`config.mk`:
```
export PLATFORM = sky130hd
export DESIGN_NAME = jzjpcc_immediateunit
export DESIGN_NICKNAME = d
export VERILOG_FILES = /design/src/rtl/jzjpcc_immediateunit.sv
export SDC_FILE = /design/constraint.sdc
export NUM_CORES = 1
export LEC_CHECK = 0
export CAP_MARGIN = 15
export CORE_ASPECT_RATIO = 0.5
export CORE_MARGIN = 4
export CORE_UTILIZATION = 37
export DETAILED_ROUTE_END_ITERATION = 8
export DONT_BUFFER_PORTS = 1
export HOLD_SLACK_MARGIN = 0.12
export SYNTH_ARGS = -nofsm -noshare
export SYNTH_HDL_FRONTEND = slang
export SYNTH_SLANG_ARGS = --single-unit
export TNS_END_PERCENT = 10
```
`constraint.sdc`:
```
create_clock -name clock -period 3.1 [get_ports clock]
set_input_delay 0.62 -clock clock [delete_from_list [all_inputs] [get_ports clock]]
set_output_delay 0.62 -clock clock [all_outputs]
set_load 0.05 [all_outputs]
```
`src/rtl/jzjpcc_immediateunit.sv`:
```
// ---------------------------------------------------------------------------
// jzjpcc_immediateunit
//   Registered immediate-generation stage. Each accepted beat carries LANES
//   instructions (bits [31:2] only). Every lane is decoded into an XLEN-bit
//   immediate and a 3-bit type tag. The result leaves on the next cycle over a
//   valid/ready handshake.
//
//   Parameters
//     XLEN   32 or 64        immediate width per lane
//     LANES  1..4            instructions per beat
//     SKID   1 / 0           2-entry skid buffer with registered in_ready /
//                            single register with combinational in_ready
//
//   Ports
//     clock, reset           rising-edge clock, async active-high reset
//     in_valid/in_ready      upstream handshake
//     in_instruction         LANES x 30 bits, lane n at [30n+29:30n]
//     flush                  synchronous discard of held and offered beats
//     out_valid/out_ready    downstream handshake
//     out_immediate          LANES x XLEN bits, lane n at [XLEN*n+XLEN-1:XLEN*n]
//     out_immType            LANES x 3 bits: 0 none,1 I,2 S,3 B,4 U,5 J,6 Z
// ---------------------------------------------------------------------------
module jzjpcc_immediateunit #(
    parameter int XLEN  = 32,
    parameter int LANES = 1,
    parameter int SKID  = 1
) (
    input  logic                    clock,
    input  logic                    reset,
    input  logic                    in_valid,
    output logic                    in_ready,
    input  logic [LANES*30-1:0]     in_instruction,
    input  logic                    flush,
    output logic                    out_valid,
    input  logic                    out_ready,
    output logic [LANES*XLEN-1:0]   out_immediate,
    output logic [LANES*3-1:0]      out_immType
);

    localparam logic [2:0] TAG_NONE = 3'd0;
    localparam logic [2:0] TAG_I    = 3'd1;
    localparam logic [2:0] TAG_S    = 3'd2;
    localparam logic [2:0] TAG_B    = 3'd3;
    localparam logic [2:0] TAG_U    = 3'd4;
    localparam logic [2:0] TAG_J    = 3'd5;
    localparam logic [2:0] TAG_Z    = 3'd6;

    typedef enum logic [1:0] {
        ST_EMPTY = 2'd0,
        ST_ONE   = 2'd1,
        ST_TWO   = 2'd2
    } state_e;

    // Decode one lane. Result is {tag, immediate}.
    function automatic logic [XLEN+2:0] decode_lane(input logic [29:0] ins);
        logic [31:0]     f;
        logic [31:0]     v32;
        logic [2:0]      tag;
        logic            sext;
        logic [XLEN-1:0] imm;
        // Bits [1:0] are not carried; pad them so field indices match the ISA.
        f    = {ins, 2'b11};
        v32  = 32'd0;
        tag  = TAG_NONE;
        sext = 1'b0;
        case (f[6:2])
            5'b00000, 5'b00011, 5'b00100, 5'b11001: tag = TAG_I;
            5'b00110: begin
                // OP_IMM_32 only exists on RV64.
                if (XLEN == 64) begin
                    tag = TAG_I;
                end else begin
                    tag = TAG_NONE;
                end
            end
            5'b00101, 5'b01101: tag = TAG_U;
            5'b01000:           tag = TAG_S;
            5'b11000:           tag = TAG_B;
            5'b11011:           tag = TAG_J;
            5'b11100: begin
                if (f[14]) begin
                    tag = TAG_Z;
                end else begin
                    tag = TAG_I;
                end
            end
            default:            tag = TAG_NONE;
        endcase
        case (tag)
            TAG_I: begin
                v32  = {{21{f[31]}}, f[30:20]};
                sext = f[31];
            end
            TAG_S: begin
                v32  = {{21{f[31]}}, f[30:25], f[11:7]};
                sext = f[31];
            end
            TAG_B: begin
                v32  = {{20{f[31]}}, f[7], f[30:25], f[11:8], 1'b0};
                sext = f[31];
            end
            TAG_U: begin
                v32  = {f[31], f[30:12], 12'd0};
                sext = f[31];
            end
            TAG_J: begin
                v32  = {{12{f[31]}}, f[19:12], f[20], f[30:21], 1'b0};
                sext = f[31];
            end
            TAG_Z: begin
                v32  = {27'd0, f[19:15]};
                sext = 1'b0;
            end
            default: begin
                v32  = 32'd0;
                sext = 1'b0;
            end
        endcase
        imm        = '0;
        imm[31:0]  = v32;
        // Extend above bit 31 (no iterations when XLEN is 32).
        for (int b = 32; b < XLEN; b++) begin
            imm[b] = sext;
        end
        return {tag, imm};
    endfunction

    logic [LANES*XLEN-1:0] dec_imm_s;
    logic [LANES*3-1:0]    dec_tag_s;
    logic [XLEN+2:0]       lane_s;

    state_e                state_q,     state_d;
    logic                  in_ready_q,  in_ready_d;
    logic                  out_valid_q, out_valid_d;
    logic [LANES*XLEN-1:0] main_imm_q,  main_imm_d;
    logic [LANES*3-1:0]    main_tag_q,  main_tag_d;
    logic [LANES*XLEN-1:0] skid_imm_q,  skid_imm_d;
    logic [LANES*3-1:0]    skid_tag_q,  skid_tag_d;

    logic                  in_ready_s;
    logic                  accept_s;
    logic                  deliver_s;

    // Per-lane immediate decode of the offered beat.
    always_comb begin
        dec_imm_s = '0;
        dec_tag_s = '0;
        lane_s    = '0;
        for (int n = 0; n < LANES; n++) begin
            lane_s                   = decode_lane(in_instruction[30*n +: 30]);
            dec_imm_s[XLEN*n +: XLEN] = lane_s[XLEN-1:0];
            dec_tag_s[3*n +: 3]       = lane_s[XLEN+2:XLEN];
        end
    end

    // Handshake qualifiers; in_ready is a flop only in skid mode.
    always_comb begin
        if (SKID != 0) begin
            in_ready_s = in_ready_q;
        end else begin
            in_ready_s = out_ready || !out_valid_q;
        end
        accept_s  = in_valid && in_ready_s && !flush;
        deliver_s = out_valid_q && out_ready;
    end

    // Next-state and data-register selection; flush overrides everything.
    always_comb begin
        state_d    = state_q;
        main_imm_d = main_imm_q;
        main_tag_d = main_tag_q;
        skid_imm_d = skid_imm_q;
        skid_tag_d = skid_tag_q;
        if (flush) begin
            state_d = ST_EMPTY;
        end else if (SKID != 0) begin
            case (state_q)
                ST_EMPTY: begin
                    if (accept_s) begin
                        state_d    = ST_ONE;
                        main_imm_d = dec_imm_s;
                        main_tag_d = dec_tag_s;
                    end else begin
                        state_d = ST_EMPTY;
                    end
                end
                ST_ONE: begin
                    if (accept_s && deliver_s) begin
                        state_d    = ST_ONE;
                        main_imm_d = dec_imm_s;
                        main_tag_d = dec_tag_s;
                    end else if (accept_s) begin
                        // Downstream stalled: park the new beat behind the main one.
                        state_d    = ST_TWO;
                        skid_imm_d = dec_imm_s;
                        skid_tag_d = dec_tag_s;
                    end else if (deliver_s) begin
                        state_d = ST_EMPTY;
                    end else begin
                        state_d = ST_ONE;
                    end
                end
                ST_TWO: begin
                    if (deliver_s) begin
                        state_d    = ST_ONE;
                        main_imm_d = skid_imm_q;
                        main_tag_d = skid_tag_q;
                    end else begin
                        state_d = ST_TWO;
                    end
                end
                default: state_d = ST_EMPTY;
            endcase
        end else begin
            // Single-register mode uses only EMPTY/ONE.
            if (accept_s) begin
                state_d    = ST_ONE;
                main_imm_d = dec_imm_s;
                main_tag_d = dec_tag_s;
            end else if (deliver_s) begin
                state_d = ST_EMPTY;
            end else begin
                state_d = state_q;
            end
        end
        out_valid_d = (state_d != ST_EMPTY);
        in_ready_d  = (state_d != ST_TWO);
    end

    // State and data registers.
    always_ff @(posedge clock or posedge reset) begin
        if (reset) begin
            state_q     <= ST_EMPTY;
            in_ready_q  <= 1'b1;
            out_valid_q <= 1'b0;
            main_imm_q  <= '0;
            main_tag_q  <= '0;
            skid_imm_q  <= '0;
            skid_tag_q  <= '0;
        end else begin
            state_q     <= state_d;
            in_ready_q  <= in_ready_d;
            out_valid_q <= out_valid_d;
            main_imm_q  <= main_imm_d;
            main_tag_q  <= main_tag_d;
            skid_imm_q  <= skid_imm_d;
            skid_tag_q  <= skid_tag_d;
        end
    end

    assign in_ready      = in_ready_s;
    assign out_valid     = out_valid_q;
    assign out_immediate = main_imm_q;
    assign out_immType   = main_tag_q;

endmodule

```
==> impl_results.md <==
- Synth Register Bits: 74
- Biggest area consumer among synthesized cells: dfrtp_1
- Min-Delay Path Class: input port to asynchronous set/reset pin
- Ys flop type: dfrtp_1
- Main combinational cell family by area after synthesis: compound AO/OA/AOI/OAI gates
- Endpoints failing hold: 0
- Global-route track usage on met3: 0.0792
- Worst Path Class, Setup: flop to flop
- Post-CTS Setup Bufs: 0
- Maximum vdd drop: 0.303 mV
- Post-synthesis mux area share: 0
- Leakage: 1.77 nW
- Reg-to-reg setup timing slack: 620 ps
- Synth async-reset ratio: 1.00
- Post-DP HPWL: 6820 um
- Launch point of the worst path: in_ready
- # setup viols final: 0
- TritonRoute pass-1 iters: 5
- Number of I/O port buffers: 0
- Count of clock tree sinks: 74
- Post-synth top area share: 0.491
- WP data required: 3380 ps
- Worst Path Buf+Inv: 2
- Met2 Use GR: 0.273
- CTS tree: yes
- DRC Markers: 0
- DRT antenna net count: 0
- Die W: 150 um
- Worst Tran Pin Value: 1070 ps
- Cell count after synthesis: 412
- Via count: 3013
- Count of unique library cells instantiated by Yosys: 52
- Most frequent cells after synthesis: 73 x dfrtp_1, 65 x nand2_1, 54 x a21oi_1
- Syn Area/Cell: 9.03 sq um
- R2r endpoint: out_immType[1]
- H-tree depth: 3
- Most Used Layer, Global Route: met2
- Rel. slew slack: 0.289
- Critical path peak fanout: 21
- Fill cell total of the finished layout: 957
- Syn Nets: 449
- Slew Limit Fails: 0
- Main area contributors after synthesis: dfrtp_1 49%, a21oi_1 7.3%, nand2_1 6.6%
- RSZ-0062 raised after global routing: false
- Core Box Area: 0.00960 sq mm
- Routed len/inst: 18.5 um
- Pre-CTS setup slack: 391 ps
- Routing usage on met1: 0.233
- Synth Area in Simple Gates: 0.191
- Final Skew: 5.92 ps
- # hold bufs at CTS: 0
- Syn-to-layout area delta: 13.1%
- Share of layout cells above drive strength 1: 0.137
- FP Rows: 25
- All-layer global routing usage: 0.179
- CP Launch Type: flop
- Final instance area: 0.00420 sq mm
- Post-Route WL: 10100 um
- CP top delay family: compound AO/OA/AOI/OAI gates
- Synthesized area: 0.00372 sq mm
- Setup slack after layout: 625 ps
- Number of I/O pins: 72
- Status: finished, final reports clean
- Clk buf depth: 2
- Worst setup EP type: flop
- Vias per cell: 5.48
- Maximum capacitance violations: 0
- Worst R2R Start: in_ready
- Fmax: 0.404 GHz
- First-pass GRT wire length: 16400 um
- Initial antenna violation count: 0
- Pwr dens: 766 mW/mm^2
- Worst EP arrival: 2760 ps
- Overall Power: 3.22 mW
- Area of the die: 0.0118 sq mm
- Total gr overflow: 0
- Worst path slowest cell: a2111o_1
- DP Area: 0.00389 sq mm
- XOR/XNOR Fraction of Synth Area: 0.00236
- CTS clk-pin slew, worst paths: 60 ps
- Post-synthesis compound-gate area fraction: 0.257
- Initial DRC Count: 254
- CTS Buf Count: 9
- Final nets: 447
- GP Congestion: 0.786
- Worst hold margin: 273 ps
- Die Y: 78.9 um
- Seq/Total Area, Yosys: 0.498
- TNS Setup: 0 ps
- Initial core utilization: 0.387
- CTS root buf: clkbuf_16
- Adder-Cell Fraction of Synth Area: 0.00673
- Yosys warning count: 0
- Largest stage delay, worst path: 610 ps
- Vias in the first global route: 2859
- Most common cell in the netlist: dfrtp_1
- Cell depth of the worst flop-to-flop path: 8
- Tcrit/Tclk final: 0.798
- Final min period: 2480 ps
- Clock Latency Late Sink: 340 ps
- Post-CTS sizing: 0
- CP cell instances: nand3b_1, inv_1, ha_1, nor2b_1, a2111o_1, buf_4, a211oi_1, a21o_1
- Largest net degree at the start of global routing: 45
- Post-synth EDFFs: 0
- N_diodes: 0
## cells in the final DEF (no fill, tap or decap), drive strengths merged, types with 2 or more instances in the layout
cell type	count
nor2b	3
clkbuf	15
a21boi	2
a222oi	3
ha	2
a31oi	2
a311oi	2
buf	16
a21o	3
nor2	33
o21ai	56
nor3	2
a21oi	65
or3b	2
inv	7
nand3b	3
nand2	65
dfrtp	73
a221o	3
a211oi	6
nand3	15
nand2b	2
or3	13
## how the worst max path moves through the flow
| stage | endpoint | slack, ps | cells past startpoint |
|---|---|---|---|
| CTS | out_immType[1] | 630 | 8 |
| global route | out_immType[1] | 440 | 8 |
| floorplan | out_immType[0] | 600 | 1 |
| global placement | out_immType[1] | 460 | 8 |
| detailed placement | out_immType[1] | 390 | 8 |
| finish | out_immType[1] | 620 | 8 |
## cell type report
class | count | area (sq um) | area share
multi-input combinational | 302 | 1710 | 0.406
clock buffer | 15 | 288 | 0.0685
tap | 135 | 169 | 0.0402
inverter | 7 | 26.3 | 0.00625
clock inverter | 1 | 30.0 | 0.00714
timing repair buffer | 16 | 133 | 0.0315
sequential | 74 | 1850 | 0.441
## kinds of logic (layout without fill, tap and decap cells)
kind of cell	count (synthesis)	after routing
buffers and inverters	36	39
AO/OA/AOI/OAI	152	152
AND/OR/NAND/NOR	147	147
flip-flops	74	74
adder cells (fa/ha/maj)	2	2
XOR/XNOR	1	1
## sequential cells by signal, indices dropped and copies added (netlist names)
name           count
state_q            2
skid_imm_q        32
out_immediate     32
skid_tag_q         3
out_valid          1
out_immType        3
in_ready           1
## routing by layer
layer  vias up  part of all wire
met5         -                 0
met4         0             0.010
met3         7             0.090
met2        83              0.45
met1      1468              0.45
li1       1455                 -
## worst reg2reg max path, stage by stage (launching register included)
cell and delay (ps):
dfstp_2 530, nand3b_1 180, inv_1 130, ha_1 230
nor2b_1 100, a2111o_1 610, buf_4 330, a211oi_1 210
a21o_1 110
## through the flow
stage               instances   util
floorplan                 412      -
global placement          534  0.405
detailed placement        534  0.405
CTS                       550  0.438
global route              550  0.438
finish                    550  0.438
## power breakdown
part	internal, mW	switching (mW)	leakage [nW]	total (mW)
logic	0.177	0.251	0.678	0.428
registers	1.19	0.500	0.935	1.69
clock network	0.712	0.389	0.156	1.10
total	2.08	1.14	1.77	3.22
Power figures use the tool's default switching activity.
